[config.mk]
export PLATFORM = sky130hd
export DESIGN_NAME = fir_mac_sequencer
export DESIGN_NICKNAME = d
export VERILOG_FILES = /design/src/rtl/fir_mac_sequencer.sv
export SDC_FILE = /design/constraint.sdc
export NUM_CORES = 2
export LEC_CHECK = 0
export CAP_MARGIN = 30
export CORE_MARGIN = 1
export CORE_UTILIZATION = 37
export DETAILED_ROUTE_END_ITERATION = 10
export GPL_TIMING_DRIVEN = 1
export PLACE_DENSITY = 0.55
export SLEW_MARGIN = 20
export SYNTH_ARGS = -nofsm -noshare
export SYNTH_HDL_FRONTEND = slang
export SYNTH_SLANG_ARGS = --single-unit
[constraint.sdc]
create_clock -name clock -period 9.5 [get_ports clock]
set_clock_uncertainty 0.2 [all_clocks]
set_input_delay 1.9 -clock clock [delete_from_list [all_inputs] [get_ports clock]]
set_output_delay 1.9 -clock clock [all_outputs]
set_load 0.02 [all_outputs]
[src/rtl/fir_mac_sequencer.sv]
// Time-multiplexed FIR: one shared MAC swept across all taps over a circular sample history.
// Optional output saturation and sat_flag port when FIR_SAT_EN is defined.
module fir_mac_sequencer #(
  parameter int WIDTH   = 10,
  parameter int TAPS    = 200,
  parameter int COEFF_W = 17,
  parameter int SHIFT   = 15,
  parameter int ADDR_W  = 8
) (
  input  logic               clock,
  input  logic               reset,
  input  logic               in_valid,
  output logic               in_ready,
  input  logic [WIDTH-1:0]   data_in,
  output logic [ADDR_W-1:0]  coeff_addr,
  input  logic [COEFF_W-1:0] coeff_data,
  output logic               out_valid,
  input  logic               out_ready,
  output logic [WIDTH-1:0]   data_out,
`ifdef FIR_SAT_EN
  output logic               sat_flag,
`endif
  output logic               busy
);

  // Handshakes: a transfer happens on a rising edge where valid and ready are both high;
  // valid never waits on ready, and a raised out_valid/data_out holds until the transfer.

  localparam int ACC_W = WIDTH + COEFF_W + $clog2(TAPS);
  localparam logic [ADDR_W-1:0] LAST   = ADDR_W'(TAPS - 1);
  localparam logic [ADDR_W:0]   TAPS_X = (ADDR_W + 1)'(TAPS);

  typedef enum logic [2:0] {CLEAR, IDLE, MAC, DRAIN, OUT} state_t;

  state_t state, state_next;

  logic [WIDTH-1:0]  hist [TAPS];
  logic [ADDR_W-1:0] wp;
  logic [ADDR_W-1:0] clr_cnt;
  logic [ADDR_W-1:0] k;
  logic [ADDR_W-1:0] rd_idx;
  logic [WIDTH-1:0]  sample_reg;
  logic [ACC_W-1:0]  acc;
  logic [ACC_W-1:0]  prod;
  logic              acc_en;
  logic              accept;

  always_ff @(posedge clock) begin
    if (reset) state <= CLEAR;
    else       state <= state_next;
  end

  always_comb begin
    state_next = state;
    in_ready   = 1'b0;
    out_valid  = 1'b0;
    busy       = 1'b1;
    case (state)
      CLEAR: if (clr_cnt == LAST) state_next = IDLE;
      IDLE: begin
        in_ready = 1'b1;
        busy     = 1'b0;
        if (in_valid) state_next = MAC;
      end
      MAC:   if (k == LAST) state_next = DRAIN;
      DRAIN: state_next = OUT;
      OUT: begin
        out_valid = 1'b1;
        if (out_ready) state_next = IDLE;
      end
      default: state_next = CLEAR;
    endcase
  end

  assign accept     = in_valid & in_ready;
  assign coeff_addr = k;

  // Newest sample sits at wp; tap k looks k entries back, wrapping at TAPS (not 2^ADDR_W).
  always_comb begin
    rd_idx = (wp >= k) ? (wp - k) : ADDR_W'({1'b0, wp} + TAPS_X - {1'b0, k});
  end

  assign prod = ACC_W'(coeff_data) * ACC_W'(sample_reg);

  always_ff @(posedge clock) begin
    if (state == CLEAR)  hist[clr_cnt] <= '0;
    else if (accept)     hist[wp]      <= data_in;
  end

  // acc_en delays the issue by one cycle so each product meets its ROM word.
  always_ff @(posedge clock) begin
    if (reset) begin
      wp         <= '0;
      clr_cnt    <= '0;
      k          <= '0;
      sample_reg <= '0;
      acc        <= '0;
      acc_en     <= 1'b0;
    end else begin
      acc_en <= (state == MAC);
      if (acc_en) acc <= acc + prod;
      case (state)
        CLEAR: clr_cnt <= (clr_cnt == LAST) ? '0 : clr_cnt + 1'b1;
        IDLE: begin
          if (accept) begin
            acc <= '0;
            k   <= '0;
          end
        end
        MAC: begin
          sample_reg <= hist[rd_idx];
          if (k != LAST) k <= k + 1'b1;
        end
        OUT: begin
          if (out_ready) wp <= (wp == LAST) ? '0 : wp + 1'b1;
        end
        default: ;
      endcase
    end
  end

`ifdef FIR_SAT_EN
  logic [ACC_W-1:0] shifted;
  logic             sat;

  assign shifted  = acc >> SHIFT;
  assign sat      = |shifted[ACC_W-1:WIDTH];
  assign data_out = sat ? '1 : shifted[WIDTH-1:0];
  assign sat_flag = out_valid & sat;
`else
  assign data_out = WIDTH'(acc >> SHIFT);
`endif

endmodule

==> flow_metrics.env <==
export IMPL_status="completed"
export IMPL_antenna_found_initial=8
export IMPL_ys_warn_count=0
export IMPL_die_area_um2=240000
export IMPL_hold_viol=0
export IMPL_p_clk_share_pct=44.9
export IMPL_io_pins=52
export IMPL_min_path_type="reg -> reg"
export IMPL_core_area_um2=236000
export IMPL_drt_met1_wl_um=106000
export IMPL_grt_pass1_wl_um=360000
export IMPL_topRoutingLayerUsed="met5"
export IMPL_synth_edff_count=2000
export IMPL_row_count=178
export IMPL_grt_overflow=0
export IMPL_nNetsFinal=5938
export IMPL_max_stage_delay_ns=0.64
export IMPL_sw_frac_of_total_pct=20.1
export IMPL_synthFlopType="edfxtp_1"
export IMPL_num_vias=50700
export IMPL_clockBufferDepth=3
export IMPL_final_util_pct=42.4
export IMPL_syn_avg_cell_area_um2=16.1
export IMPL_power_density_nw_per_um2=181
export IMPL_maxCapViolCount=0
export IMPL_largest_reg_flops=2000
export IMPL_worstMarginPinSlew_ns=1.20
export IMPL_port_buffers=51
export IMPL_dpl_cell_area_um2=92900
export IMPL_internal_power_mw=14.4
export IMPL_gp_routability_congestion=0.836
export IMPL_dr_wl_met3_um=19800
export IMPL_post_route_drc_count=0
export IMPL_vdd_drop_max_uv=148
export IMPL_numClockSinks=2063
export IMPL_p_switching_mw=3.63
export IMPL_cts_resized=0
export IMPL_first_pass_iters=9
export IMPL_cp_max_fo=10
export IMPL_wirelength_um=249000
export IMPL_grt_max_degree=200
export IMPL_dp_hpwl_um=152000
export IMPL_critPathTopFamily="adder cells"
export IMPL_synthArstFlopShare_pct=0
export IMPL_insertion_delay_ns=0.86
export IMPL_design_power_total_mw=18.1
export IMPL_drive_gt1_share_pct=16.1
export IMPL_final_seq_area_um2=61300
export IMPL_whs_ns=0.306
export IMPL_p_comb_share_pct=0.7
export IMPL_syn_inst=5474
export IMPL_clockRootBuffer="clkbuf_16"
export IMPL_max_slew_margin_pct=20.2
export IMPL_post_cts_buffers=0
export IMPL_ctsHoldBuffers=0
export IMPL_syn_cell_area_um2=88000
export IMPL_die_w_um=490
export IMPL_fin_crit_ns=7.47
export IMPL_post_route_period_util_pct=78.6
export IMPL_cp_end_kind="flop"
export IMPL_fmax_ghz=0.134
export IMPL_via_per_inst=5.62
export IMPL_crit_top_cell="fa_1"
export IMPL_critical_path_buf_inv_count=6
export IMPL_clk_pin_slew_ns=0.06
export IMPL_cts_buffers=213
export IMPL_ys_ff_latch=2063
export IMPL_seqPwrFrac_pct=54.5
export IMPL_synth_fp_nets=5724
export IMPL_ant_nets=0
export IMPL_cp_required_ns=10.03
export IMPL_cts_tree="yes"
export IMPL_track_usage_pct=20.7
export IMPL_grt_pass1_vias=50000
export IMPL_syn_to_final_growth_pct=13.7
export IMPL_fill_cells=20900
export IMPL_path_cells="clkdlybuf4s50_1 -> and2_1 -> fa_1 -> inv_1 -> fa_1 -> inv_1 -> fa_1 -> fa_1 -> inv_1 -> fa_1 -> inv_1 -> ha_1 -> a211oi_1 -> o211ai_1 -> nand3_1 -> o31ai_1 -> buf_4 -> a211oi_1 -> o31ai_1 -> o311ai_0 -> xnor2_1 -> nor2_1"
export IMPL_design_area_um2=100000
export IMPL_wl_met2_um=114000
export IMPL_ys_seq_area_share_pct=69.7
export IMPL_drt_iter0_drc=5683
export IMPL_crit_slowest_cell="clkdlybuf4s50_1"
export IMPL_ys_types=97
export IMPL_die_h_um=490
export IMPL_fin_setup_tns_ns=0
export IMPL_h_tree_depth=4
export IMPL_multi_input_area_um2=24200
export IMPL_rsz0062_at_grt="no"
export IMPL_cp_arrival_ns=8.00
export IMPL_start_kind="input port"
export IMPL_wire_per_inst_um=27.6
export IMPL_path_class="in -> reg"
export IMPL_finalSetupViolCount=0
export IMPL_power_leakage_nw=35.8
export IMPL_slew_viol_final=0
export IMPL_initial_utilization_pct=37.3
## stage by stage
step	setup slack, ns	cells
5_1_grt	1.71	9012
3_5_place_dp	1.21	8577
4_1_cts	2.12	8966
2_1_floorplan	2.27	5474
3_3_place_gp	1.20	8448
6_report	2.03	9014
## path summary, 6_finish.rpt
path         slack (ns)  cells after the start             to     startpoint
max                2.03                     22        acc[24]  coeff_data[5]
min                0.31                      2         acc[0]         acc[0]
max reg2reg        2.69                     13  sample_reg[4]          wp[0]
min reg2reg        0.31                      2         acc[0]         acc[0]
## synth_stat cells, drive strengths merged, types with 7 or more instances
cell type / instances / area share, %
or2: 8 / 0.057
and2: 75 / 0.53
inv: 216 / 0.92
or4: 8 / 0.073
a221oi: 14 / 0.14
a31oi: 11 / 0.078
o311ai: 10 / 0.10
nand3: 79 / 0.45
o221ai: 95 / 0.95
and3: 38 / 0.28
nor2: 362 / 1.6
ha: 72 / 1.0
mux4: 277 / 7.1
a21oi: 167 / 0.96
o31ai: 11 / 0.094
a211oi: 37 / 0.35
o21ai: 149 / 0.85
edfxtp: 2000 / 68
nand3b: 8 / 0.068
a21o: 16 / 0.14
xnor2: 37 / 0.37
a2111oi: 29 / 0.30
mux2i: 238 / 2.7
nor4: 30 / 0.21
nand2: 591 / 2.5
a32oi: 46 / 0.46
buf: 203 / 1.5
o21a: 7 / 0.060
fa: 147 / 3.3
o211ai: 46 / 0.43
xor2: 8 / 0.080
or3: 7 / 0.050
dfxtp: 63 / 1.4
nor3: 36 / 0.22
o22ai: 69 / 0.49
a22oi: 10 / 0.091
nand4: 30 / 0.22
clkbuf: 131 / 0.56
## power groups by stage
stage / logic [mW] / clock network, mW / registers [mW]
2_1_floorplan: 0.0451 / 0 / 10.0
3_3_place_gp: 0.110 / 0 / 10.0
3_5_place_dp: 0.114 / 0 / 10.0
4_1_cts: 0.115 / 8.24 / 9.85
5_1_grt: 0.121 / 8.57 / 9.84
6_report: 0.119 / 8.11 / 9.85
## tightest hold or removal path: stages, from the launching register on
cell and delay [ns]:
dfxtp_1 0.33, mux2i_1 0.07, nor2_1 0.07
## cells by family (layout without fill, tap and decap cells)
kind of cell / Yosys count / count (layout) / synth area share (%)
xor+xnor: 45 / 45 / 0.448
flops: 2063 / 2063 / 69.7
mux: 520 / 520 / 9.87
other cells: 0 / 2 / 0
fa+ha+maj: 219 / 219 / 4.37
compound gates: 777 / 777 / 6.09
buf+inv: 551 / 939 / 3.02
simple gates: 1299 / 1299 / 6.47
## cells in the final DEF (no fill, tap or decap), drive strengths merged, types with 16 or more instances in the layout
cell type | Yosys | layout
edfxtp | 2000 | 2000
nand2 | 591 | 591
nor2 | 362 | 362
buf | 203 | 279
mux4 | 277 | 277
clkbuf | 131 | 273
mux2i | 238 | 238
inv | 216 | 224
a21oi | 167 | 167
o21ai | 149 | 149
fa | 147 | 147
o221ai | 95 | 95
clkinv | 1 | 93
nand3 | 79 | 79
and2 | 75 | 75
ha | 72 | 72
o22ai | 69 | 69
dfxtp | 63 | 63
clkdlybuf4s50 | 0 | 51
a32oi | 46 | 46
o211ai | 46 | 46
and3 | 38 | 38
xnor2 | 37 | 37
a211oi | 37 | 37
nor3 | 36 | 36
nor4 | 30 | 30
nand4 | 30 | 30
a2111oi | 29 | 29
a21o | 16 | 16
## metal layers
layer  vias up  GRT usage [%]
li1      21600              -
met1     26600           29.2
met2      2125           32.1
met3       404           3.80
met4         2           7.30
met5         -              0
## layout make-up
| type | count | area share, % |
|---|---|---|
| flip-flops and latches | 2063 | 61.3 |
| multi-input cells | 2860 | 24.2 |
| diodes | 2 | 0.00500 |
| clock buffers | 271 | 5.60 |
| clock inverters | 118 | 1.09 |
| repair buffers | 333 | 3.02 |
| well taps | 3150 | 3.94 |
| inverters | 217 | 0.814 |
Note: power is estimated with default switching activity, not from simulation.
